### config.mk
export PLATFORM = sky130hd
export DESIGN_NAME = bus_arbiter_flat
export DESIGN_NICKNAME = d
export VERILOG_FILES = /design/src/rtl/bus_arb_pkg.sv /design/src/rtl/bus_arbiter_if.sv /design/src/rtl/bus_arbiter_rr_pick.sv /design/src/rtl/bus_arbiter.sv /design/src/flat_wrapper.sv
export SDC_FILE = /design/constraint.sdc
export NUM_CORES = 1
export LEC_CHECK = 0
export ABC_AREA = 1
export ABC_CLOCK_PERIOD_IN_PS = 2100
export CAP_MARGIN = 10
export CORE_MARGIN = 1.5
export CORE_UTILIZATION = 30
export DETAILED_ROUTE_END_ITERATION = 12
export PLACE_DENSITY = 0.58
export SLEW_MARGIN = 30
export SYNTH_ARGS = -nofsm -noshare
export SYNTH_HDL_FRONTEND = slang
export SYNTH_SLANG_ARGS = --single-unit
### constraint.sdc
create_clock -name clk -period 2.1 [get_ports clk]
set_clock_uncertainty 0.05 [all_clocks]
set_input_delay 0.63 -clock clk [delete_from_list [all_inputs] [get_ports clk]]
set_output_delay 0.63 -clock clk [all_outputs]
set_load 0.05 [all_outputs]
### src/rtl/bus_arb_pkg.sv
// Shared types and width helpers for the round-robin bus arbiter.
// Optional feature macro: BUS_ARB_LOCK_EN (adds the LOCK input to the bus interface).
package bus_arb_pkg;

    typedef enum logic [1:0] {
        IDLE       = 2'd0,
        GRANT      = 2'd1,
        TURNAROUND = 2'd2
    } arb_state_t;

    // Width of a binary index able to address n items; never narrower than one bit.
    function automatic int id_width(input int n);
        return (n > 1) ? $clog2(n) : 1;
    endfunction

    // GNT_ID width for the default four-master configuration.
    localparam int ARB_ID_W_DEFAULT = id_width(4);

endpackage

### src/rtl/bus_arbiter_if.sv
// Request/grant bundle between the bus masters and the arbiter.
// Optional feature macro: BUS_ARB_LOCK_EN (adds the lock signal).
interface bus_arbiter_if
    import bus_arb_pkg::*;
#(
    parameter int NUM_REQ = 4
);
    localparam int ID_W = id_width(NUM_REQ);

    logic [NUM_REQ-1:0] req;
    logic [NUM_REQ-1:0] gnt;
    logic [ID_W-1:0]    gnt_id;
    logic               busy;
`ifdef BUS_ARB_LOCK_EN
    logic               lock;
`endif

    // Requester side: raises requests, watches its grant bit.
    modport master (
        output req,
`ifdef BUS_ARB_LOCK_EN
        output lock,
`endif
        input  gnt,
        input  gnt_id,
        input  busy
    );

    // Arbiter side: reads requests, drives the one-hot grant.
    modport slave (
        input  req,
`ifdef BUS_ARB_LOCK_EN
        input  lock,
`endif
        output gnt,
        output gnt_id,
        output busy
    );

endinterface

### src/rtl/bus_arbiter_rr_pick.sv
// Combinational round-robin picker: first set request at or above ptr, wrapping.
module rr_pick
    import bus_arb_pkg::*;
#(
    parameter int NUM_REQ = 4,
    parameter int ID_W    = id_width(NUM_REQ)
)(
    input  logic [NUM_REQ-1:0] req,
    input  logic [ID_W-1:0]    ptr,
    output logic [NUM_REQ-1:0] win,
    output logic [ID_W-1:0]    idx,
    output logic               valid
);

    // Scan NUM_REQ positions starting at ptr; the first hit wins.
    always_comb begin
        int              j;
        logic [ID_W-1:0] jj;
        win   = '0;
        idx   = '0;
        valid = 1'b0;
        j     = 0;
        jj    = '0;
        for (int i = 0; i < NUM_REQ; i++) begin
            j  = (int'(ptr) + i) % NUM_REQ;
            jj = ID_W'(j);
            if (!valid && req[jj]) begin
                valid   = 1'b1;
                win[jj] = 1'b1;
                idx     = jj;
            end
        end
    end

endmodule

### src/rtl/bus_arbiter.sv
// Round-robin tri-state bus arbiter with hold cap and owner-change turnaround.
// Optional feature macro: BUS_ARB_LOCK_EN (lock lets the owner ignore the hold cap).
module bus_arbiter
    import bus_arb_pkg::*;
#(
    parameter int NUM_REQ     = 4,
    parameter int MAX_HOLD    = 4,
    parameter int TURN_CYCLES = 1
)(
    input  logic          clk,
    input  logic          rst_n,
    bus_arbiter_if.slave  bus
);

    localparam int ID_W   = id_width(NUM_REQ);
    localparam int HOLD_W = id_width(MAX_HOLD + 1);
    localparam int TURN_W = id_width(TURN_CYCLES + 1);

    localparam logic [1:0] ST_IDLE  = IDLE;
    localparam logic [1:0] ST_GRANT = GRANT;
    localparam logic [1:0] ST_TURN  = TURNAROUND;

    logic [1:0]         state;
    logic [NUM_REQ-1:0] gnt;
    logic [ID_W-1:0]    gnt_id;
    logic               busy;
    logic [ID_W-1:0]    ptr;
    logic [HOLD_W-1:0]  hold;
    logic [TURN_W-1:0]  turn;

    logic [NUM_REQ-1:0] pick_win;
    logic [ID_W-1:0]    pick_idx;
    logic               pick_valid;

    logic               owner_req;
    logic               others_pending;
    logic               at_limit;
    logic               locked;
    logic               keep;
    logic [ID_W-1:0]    next_ptr;

    rr_pick #(
        .NUM_REQ (NUM_REQ),
        .ID_W    (ID_W)
    ) u_pick (
        .req   (bus.req),
        .ptr   (ptr),
        .win   (pick_win),
        .idx   (pick_idx),
        .valid (pick_valid)
    );

    // Decide whether the current owner may keep the bus for another cycle.
    always_comb begin
        owner_req      = bus.req[gnt_id];
        others_pending = |(bus.req & ~gnt);
        at_limit       = (hold >= HOLD_W'(MAX_HOLD));
`ifdef BUS_ARB_LOCK_EN
        locked         = bus.lock;
`else
        locked         = 1'b0;
`endif
        keep           = owner_req && (!at_limit || !others_pending || locked);
        next_ptr       = (gnt_id == ID_W'(NUM_REQ - 1)) ? '0 : gnt_id + 1'b1;
    end

    // FSM, counters and registered grant outputs.
    always_ff @(posedge clk or negedge rst_n) begin
        if (!rst_n) begin
            state  <= ST_IDLE;
            gnt    <= '0;
            gnt_id <= '0;
            busy   <= 1'b0;
            ptr    <= '0;
            hold   <= '0;
            turn   <= '0;
        end else begin
            case (state)
                ST_IDLE: begin
                    if (pick_valid) begin
                        gnt    <= pick_win;
                        gnt_id <= pick_idx;
                        busy   <= 1'b1;
                        hold   <= HOLD_W'(1);
                        state  <= ST_GRANT;
                    end
                end
                ST_GRANT: begin
                    if (keep) begin
                        if (!at_limit) begin
                            hold <= hold + 1'b1;
                        end
                    end else begin
                        // Release: bus goes idle and the pointer moves past the old owner.
                        gnt   <= '0;
                        busy  <= 1'b0;
                        ptr   <= next_ptr;
                        hold  <= '0;
                        turn  <= TURN_W'(TURN_CYCLES);
                        state <= ST_TURN;
                    end
                end
                ST_TURN: begin
                    if (turn <= TURN_W'(1)) begin
                        // Last dead cycle: hand over directly, skipping IDLE.
                        turn <= '0;
                        if (pick_valid) begin
                            gnt    <= pick_win;
                            gnt_id <= pick_idx;
                            busy   <= 1'b1;
                            hold   <= HOLD_W'(1);
                            state  <= ST_GRANT;
                        end else begin
                            state  <= ST_IDLE;
                        end
                    end else begin
                        turn <= turn - 1'b1;
                    end
                end
                default: begin
                    gnt   <= '0;
                    busy  <= 1'b0;
                    state <= ST_IDLE;
                end
            endcase
        end
    end

    assign bus.gnt    = gnt;
    assign bus.gnt_id = gnt_id;
    assign bus.busy   = busy;

endmodule

### src/flat_wrapper.sv
// flat-port wrapper written by rule: the top's interface ports become plain ports
module bus_arbiter_flat import bus_arb_pkg::*;
#(
    parameter int NUM_REQ     = 4,
    parameter int MAX_HOLD    = 4,
    parameter int TURN_CYCLES = 1
)
  (clk, rst_n, bus_req, bus_gnt, bus_gnt_id, bus_busy);
  bus_arbiter_if #(.NUM_REQ(NUM_REQ)) bus_i ();
  input  logic clk;
  input  logic rst_n;
  input wire logic [$bits(bus_i.req)-1:0] bus_req;
  output wire logic [$bits(bus_i.gnt)-1:0] bus_gnt;
  output wire logic [$bits(bus_i.gnt_id)-1:0] bus_gnt_id;
  output wire logic [$bits(bus_i.busy)-1:0] bus_busy;
  assign bus_i.req = bus_req;
  assign bus_gnt = bus_i.gnt;
  assign bus_gnt_id = bus_i.gnt_id;
  assign bus_busy = bus_i.busy;
  bus_arbiter #(.NUM_REQ(NUM_REQ), .MAX_HOLD(MAX_HOLD), .TURN_CYCLES(TURN_CYCLES)) u_core (.clk(clk), .rst_n(rst_n), .bus(bus_i));
endmodule
# --- Word level (Yosys, flattened, before mapping) ---
# Cells that the tools add are included.
# Widths: inputs -> output; s select.
totals:
  regBits: 15
  input_bits: 6
  output_inout_bits: 7
  elab_cells: 117
op_classes:
  addsub: 6
  order_cmp: 11
  eq_ne: 7
  muxes: 55
  bitwise: 6
  reduce_logical: 25
ops:
  columns: ["operator", "n"]
  rows:
  - ["$mux 4", 7]
  - ["$mux 2", 10]
  - ["$mux 1", 19]
  - ["$lt 2x3->1 const B", 5]
  - ["$mux 3", 4]
  - ["$or 4x4->4", 3]
  - ["$pmux 4 s3", 1]
  - ["$bmux 1 s2", 5]
  - ["$pmux 3 s3", 1]
  - ["$demux 1 s2", 4]
  - ["$ge 2x1->1 const B", 4]
  - ["$logic_and 1x1->1", 8]
  - ["$reduce_and 2->1", 4]
  - ["$pmux 2 s3", 1]
  - ["$reduce_and 3->1", 2]
  - ["$logic_not 1->1", 5]
  - ["$add 2x1->2 const B", 2]
  - ["$add 2x2->2 const B", 2]
  - ["$and 4x4->4", 1]
  - ["$eq 2x2->1 const B", 2]
  - ["$ne 2x1->1 const B", 2]
  - ["$not 4->4", 1]
  - ["$pmux 2 s2", 1]
  - ["$reduce_bool 2->1", 2]
  - ["14 further kinds", 14]

# --- Logic depth before layout (Yosys ltp) ---
logic_depth:
  word_depth: 15
  depth_mapped: 13
  ltp_nobuf: 12

# --- By module ---
# From an unflattened synthesis, not the netlist that was laid out.
hier_totals:
  cells_unflattened: 170
  area_unflattened_um2: 1202.4
by_module_without_submodules:
  columns: ["mod", "n_inst", "cells_per_inst", "area_each_um2", "seq_area_each_um2"]
  rows:
  - ["bus_arbiter", 1, 96, 762.0, 350.3]
  - ["rr_pick", 1, 74, 440.4, 0.0]

# --- Worst setup path before layout ---
# OpenSTA, ideal clock, no wires.
synth_path:
  kind: "register to register"
  start: "register u_core.ptr[0]"
  end: "register u_core.hold[2]"
  setup_time_ps: 117
  arrival_ps: 1653
  required_time_ps: 1933
  path_slack_ps: 280
  stages_incl_launch_ff: 13
  path_buffers: 1
  synth_period_minus_slack_ps: 1820
  cell_sequence: "dfrtp_1 -> buf_6 -> inv_8 -> ha_1 -> inv_1 -> nand2_1 -> nand2_2 -> nor2_8 -> nand3_4 -> nand2_4 -> nand2_4 -> nand2_1 -> nand2_1"
synth_between:
  elab_chain_len: 15
  word_cells_on_any_way: 24
  cone_classes: "add/sub (3); mux (15); reduce/logical (6)"
synth_rtl:
  columns: ["element", "line_no", "rtl"]
  rows:
  - ["start, declared", "bus_arbiter.sv:27", "logic [ID_W-1:0] ptr;"]
  - ["start signal, assigned", "bus_arbiter.sv:97", "ptr <= next_ptr;"]
  - ["parallel branches: the longest is 11 deep, another holds $add 2x1->2", null, null]
  - ["$mux 1 (*)", "bus_arbiter_rr_pick.sv:27", "if (!valid && req[jj]) begin"]
  - ["$mux 3 (*)", null, null]
  - ["$mux 3", null, null]
  - ["$pmux 3 s3 (*)", null, null]
  - ["end signal, assigned", "bus_arbiter.sv:91", "hold <= hold + 1'b1;"]
  - ["end, declared", "bus_arbiter.sv:28", "logic [HOLD_W-1:0] hold;"]
# Every way passes the cells marked *. The select of a mux whose other input is x is not followed.
# A chain may end at the register's enable or synchronous reset.

# --- Worst setup path in the final report ---
layout_path:
  start: "input port bus_req[2]"
  end: "register u_core.gnt_id[1] (netlist: u_core.bus.gnt_id[1])"
layout_between:
  elab_chain_len: 15
  word_cells_on_any_way: 25
  cone_classes: "mux (19); reduce/logical (6)"
layout_rtl:
  columns: ["element", "line_no", "rtl"]
  rows:
  - ["start, declared", "flat_wrapper.sv:12", "input wire logic [$bits(bus_i.req)-1:0] bus_req;"]
  - ["$bmux 1 s2", "bus_arbiter_rr_pick.sv:27", null]
  - ["$mux 1 (not written as such)", "bus_arbiter_rr_pick.sv:27", null]
  - ["$mux 1", "bus_arbiter_rr_pick.sv:27", null]
  - ["$logic_not 1->1", "bus_arbiter_rr_pick.sv:27", null]
  - ["$logic_and 1x1->1", "bus_arbiter_rr_pick.sv:27", null]
  - ["$mux 1", "bus_arbiter_rr_pick.sv:27", null]
  - ["$logic_not 1->1", "bus_arbiter_rr_pick.sv:27", null]
  - ["$logic_and 1x1->1", "bus_arbiter_rr_pick.sv:27", null]
  - ["$mux 1", "bus_arbiter_rr_pick.sv:27", null]
  - ["$logic_not 1->1", "bus_arbiter_rr_pick.sv:27", null]
  - ["$logic_and 1x1->1", "bus_arbiter_rr_pick.sv:27", null]
  - ["$mux 2 or $mux 1 (tied branches)", "bus_arbiter_rr_pick.sv:27", null]
  - ["$mux 2 (*)", "bus_arbiter.sv:80, bus_arbiter.sv:107", null]
  - ["$mux 2", "bus_arbiter.sv:104", "if (turn <= TURN_W'(1)) begin"]
  - ["$pmux 2 s2 (*)", "bus_arbiter.sv:78", "case (state)"]
  - ["end signal, assigned", "bus_arbiter.sv:82", "gnt_id <= pick_idx;"]
  - ["end signal, assigned", "bus_arbiter.sv:109", "gnt_id <= pick_idx;"]
  - ["end, declared", "bus_arbiter.sv:25", "logic [ID_W-1:0] gnt_id;"]
# Mark *: on every way between the ends. The rest lies on a longest branch, timed or not. The select of a mux whose other input is x is not followed.

==> results.json <==
{
  "status": "finished, final reports clean",
  "syn_nets": 184,
  "critPathMaxFanout": 5,
  "fp.dieW_um": 66.6,
  "period_needed_ns": 1.98,
  "synth_top_area_cell": "dfrtp_1",
  "critical_path_arrival_ns": 2.11,
  "power_density_mw_per_mm2": 1770,
  "final_common_cell": "nand2_1",
  "clkTransAtPathRegs_ns": 0.06,
  "grt_max_degree": 15,
  "wl_per_cell_um": 12.3,
  "num_vias": 1137,
  "wirelength_um": 2980,
  "fillerInstances": 404,
  "cts_tree": "done",
  "hold_viol_final": 0,
  "ios": 13,
  "synth.area.top_cells": "dfrtp_1, nand2_1, ha_1",
  "synth_top_area_frac": 0.288,
  "synth_area_mm2": 0.00121,
  "drt.antenna.violating_nets": 0,
  "cts_buffers": 3,
  "gr-usage-all-layers": 0.157,
  "cp-end-kind": "register",
  "slew_viol_final": 0,
  "fin_util": 0.403,
  "clock_latency_ns": 0.24,
  "place_congestion": 0.799,
  "die_h_um": 66.6,
  "grt_pass1_wl_um": 5240,
  "vias_per_cell": 4.70,
  "dpl_cell_area_mm2": 0.00147,
  "n_antenna_cell": 0,
  "min_period_over_period": 0.941,
  "num_rows": 22,
  "dieArea_mm2": 0.00444,
  "dr.pass1.iters": 4,
  "ys_warn_count": 0,
  "ir_drop_v": 0.000800,
  "power_leakage_uw": 0.000825,
  "final_design_area_no_fill_mm2": 0.00152,
  "drive_gt1_frac": 0.196,
  "ctsLongestPathBuffers": 2,
  "grt_overflow_total": 0,
  "syn_area_per_cell_um2": 7.23,
  "grt_pass1_vias": 1150,
  "maxCapViolations": 0,
  "syn_inst": 168,
  "slew_headroom": 0.777,
  "drtIter0Drc": 59,
  "mostFrequentLayoutCells": "nand2_1, nand3_1, inv_1",
  "rsz0062_at_grt": "no",
  "cts_setup_buffers": 0,
  "start_util": 0.322,
  "nets": 212,
  "synthToLayoutAreaGrowth_pct": 25.1,
  "hp-class": "register to register",
  "post-dp-hpwl_um": 2380,
  "cts.sinks": 14,
  "synthDistinctLibCells": 23,
  "antenna_found_initial": 0,
  "drc": 0,
  "criticalPathCategory": "primary input to register",
  "worstMarginPinSlew_ns": 0.334,
  "port_buffers": 12,
  "cp-start-kind": "primary input",
  "h-tree-depth": 1,
  "coreArea_mm2": 0.00377,
  "setup_viol": 0,
  "ys_ff_latch": 14,
  "seq_area_frac_synth": 0.288,
  "root_buffer": "clkbuf_8",
  "crit_required_ns": 2.23,
  "max_freq_ghz": 0.506
}
synth_stat cells:
cell type,number
nand2_1,54
nand3_1,21
inv_1,19
dfrtp_1,14
ha_1,10
nor2_1,8
nand2_4,7
a21oi_1,6
nand4_1,6
o21ai_0,6
a21boi_0,4
nand2_2,2
a22oi_1,1
buf_6,1
inv_8,1
nand3_2,1
nand3_4,1
nor2_8,1
nor3_1,1
o211ai_1,1
o22ai_1,1
or2_2,1
xnor2_1,1
state kept, by name (all words and copies together) (netlist names):
| name | flops |
|---|---|
| u_core.ptr | 2 |
| u_core.bus.gnt | 4 |
| u_core.bus.busy | 1 |
| u_core.state | 2 |
| u_core.bus.gnt_id | 2 |
| u_core.hold | 3 |
metal layers:
| layer | vias up | GRT usage | share of wire |
|---|---|---|---|
| li1 | 605 | - | - |
| met1 | 519 | 0.191 | 0.48 |
| met5 | - | 0 | 0 |
| met2 | 11 | 0.280 | 0.49 |
| met3 | 2 | 0.0355 | 0.022 |
| met4 | 0 | 0.0306 | 0.0064 |
power breakdown:
part	internal, uW	total [uW]	switching (uW)
Clock	127	220	92.9
Sequential	384	493	109
Combinational	714	1980	1260
cell families after synthesis:
| family | count (synthesis) | share of synthesized area |
|---|---|---|
| xor+xnor | 1 | 0.00721 |
| fa+ha+maj | 10 | 0.103 |
| buf+inv | 21 | 0.0772 |
| simple gates | 103 | 0.433 |
| flops | 14 | 0.288 |
| compound gates | 19 | 0.0917 |
stage by stage:
| stage | hold WS, ns | worst slack, ns | power (uW) | cells | setup TNS [ns] |
|---|---|---|---|---|---|
| global route | 0.452 | 0.00484 | 2980 | 242 | 0 |
| detailed placement | 0.413 | -0.150 | 2470 | 239 | -1.43 |
| CTS | 0.418 | 0.0979 | 2700 | 242 | 0 |
| finish | 0.413 | 0.123 | 2690 | 242 | 0 |
| floorplan | 0.284 | 0.280 | 1880 | 168 | 0 |
| global placement | 0.409 | -0.138 | 2470 | 239 | -1.26 |
critical path, cell delays in order:
cell	delay, ns
clkdlybuf4s50_1	0.47
buf_4	0.17
nand2_1	0.08
nand3_1	0.12
nand2_4	0.15
inv_1	0.11
nor2_1	0.15
nand3_1	0.08
nand2_1	0.06
nand2_1	0.05
nand2_1	0.05
timing repair:
item / in CTS / in global routing
setup endpoints to repair: 0 / 10
hold buffers: 0 / 0
resized for setup: 0 / 4
final timing paths:
| path | startpoint | to | slack (ns) | cells after the start |
|---|---|---|---|---|
| max in group asynchronous | rst_n | u_core.ptr[1]$_DFFE_PN0P_ | 1.19 | 2 |
| min reg2reg | u_core.state[0]$_DFFE_PN0P_ | u_core.bus.busy$_DFFE_PN0P_ | 0.41 | 1 |
| max | bus_req[2] | u_core.bus.gnt_id[1]$_DFFE_PN0P_ | 0.12 | 11 |
| min | u_core.state[0]$_DFFE_PN0P_ | u_core.bus.busy$_DFFE_PN0P_ | 0.41 | 1 |
| min in group asynchronous | rst_n | u_core.bus.gnt[0]$_DFFE_PN0P_ | 0.64 | 2 |
| max reg2reg | u_core.ptr[0]$_DFFE_PN0P_ | u_core.hold[2]$_DFFE_PN0P_ | 0.17 | 11 |
layout make-up:
type | count | area [um^2] | share of cell area
timing repair buffer | 24 | 208 | 0.137
sequential | 14 | 350 | 0.230
multi-input combinational | 133 | 778 | 0.512
inverter | 20 | 82.6 | 0.0543
clock buffer | 3 | 41.3 | 0.0272
tap | 48 | 60.1 | 0.0395
Power figures use the tool's default switching activity.
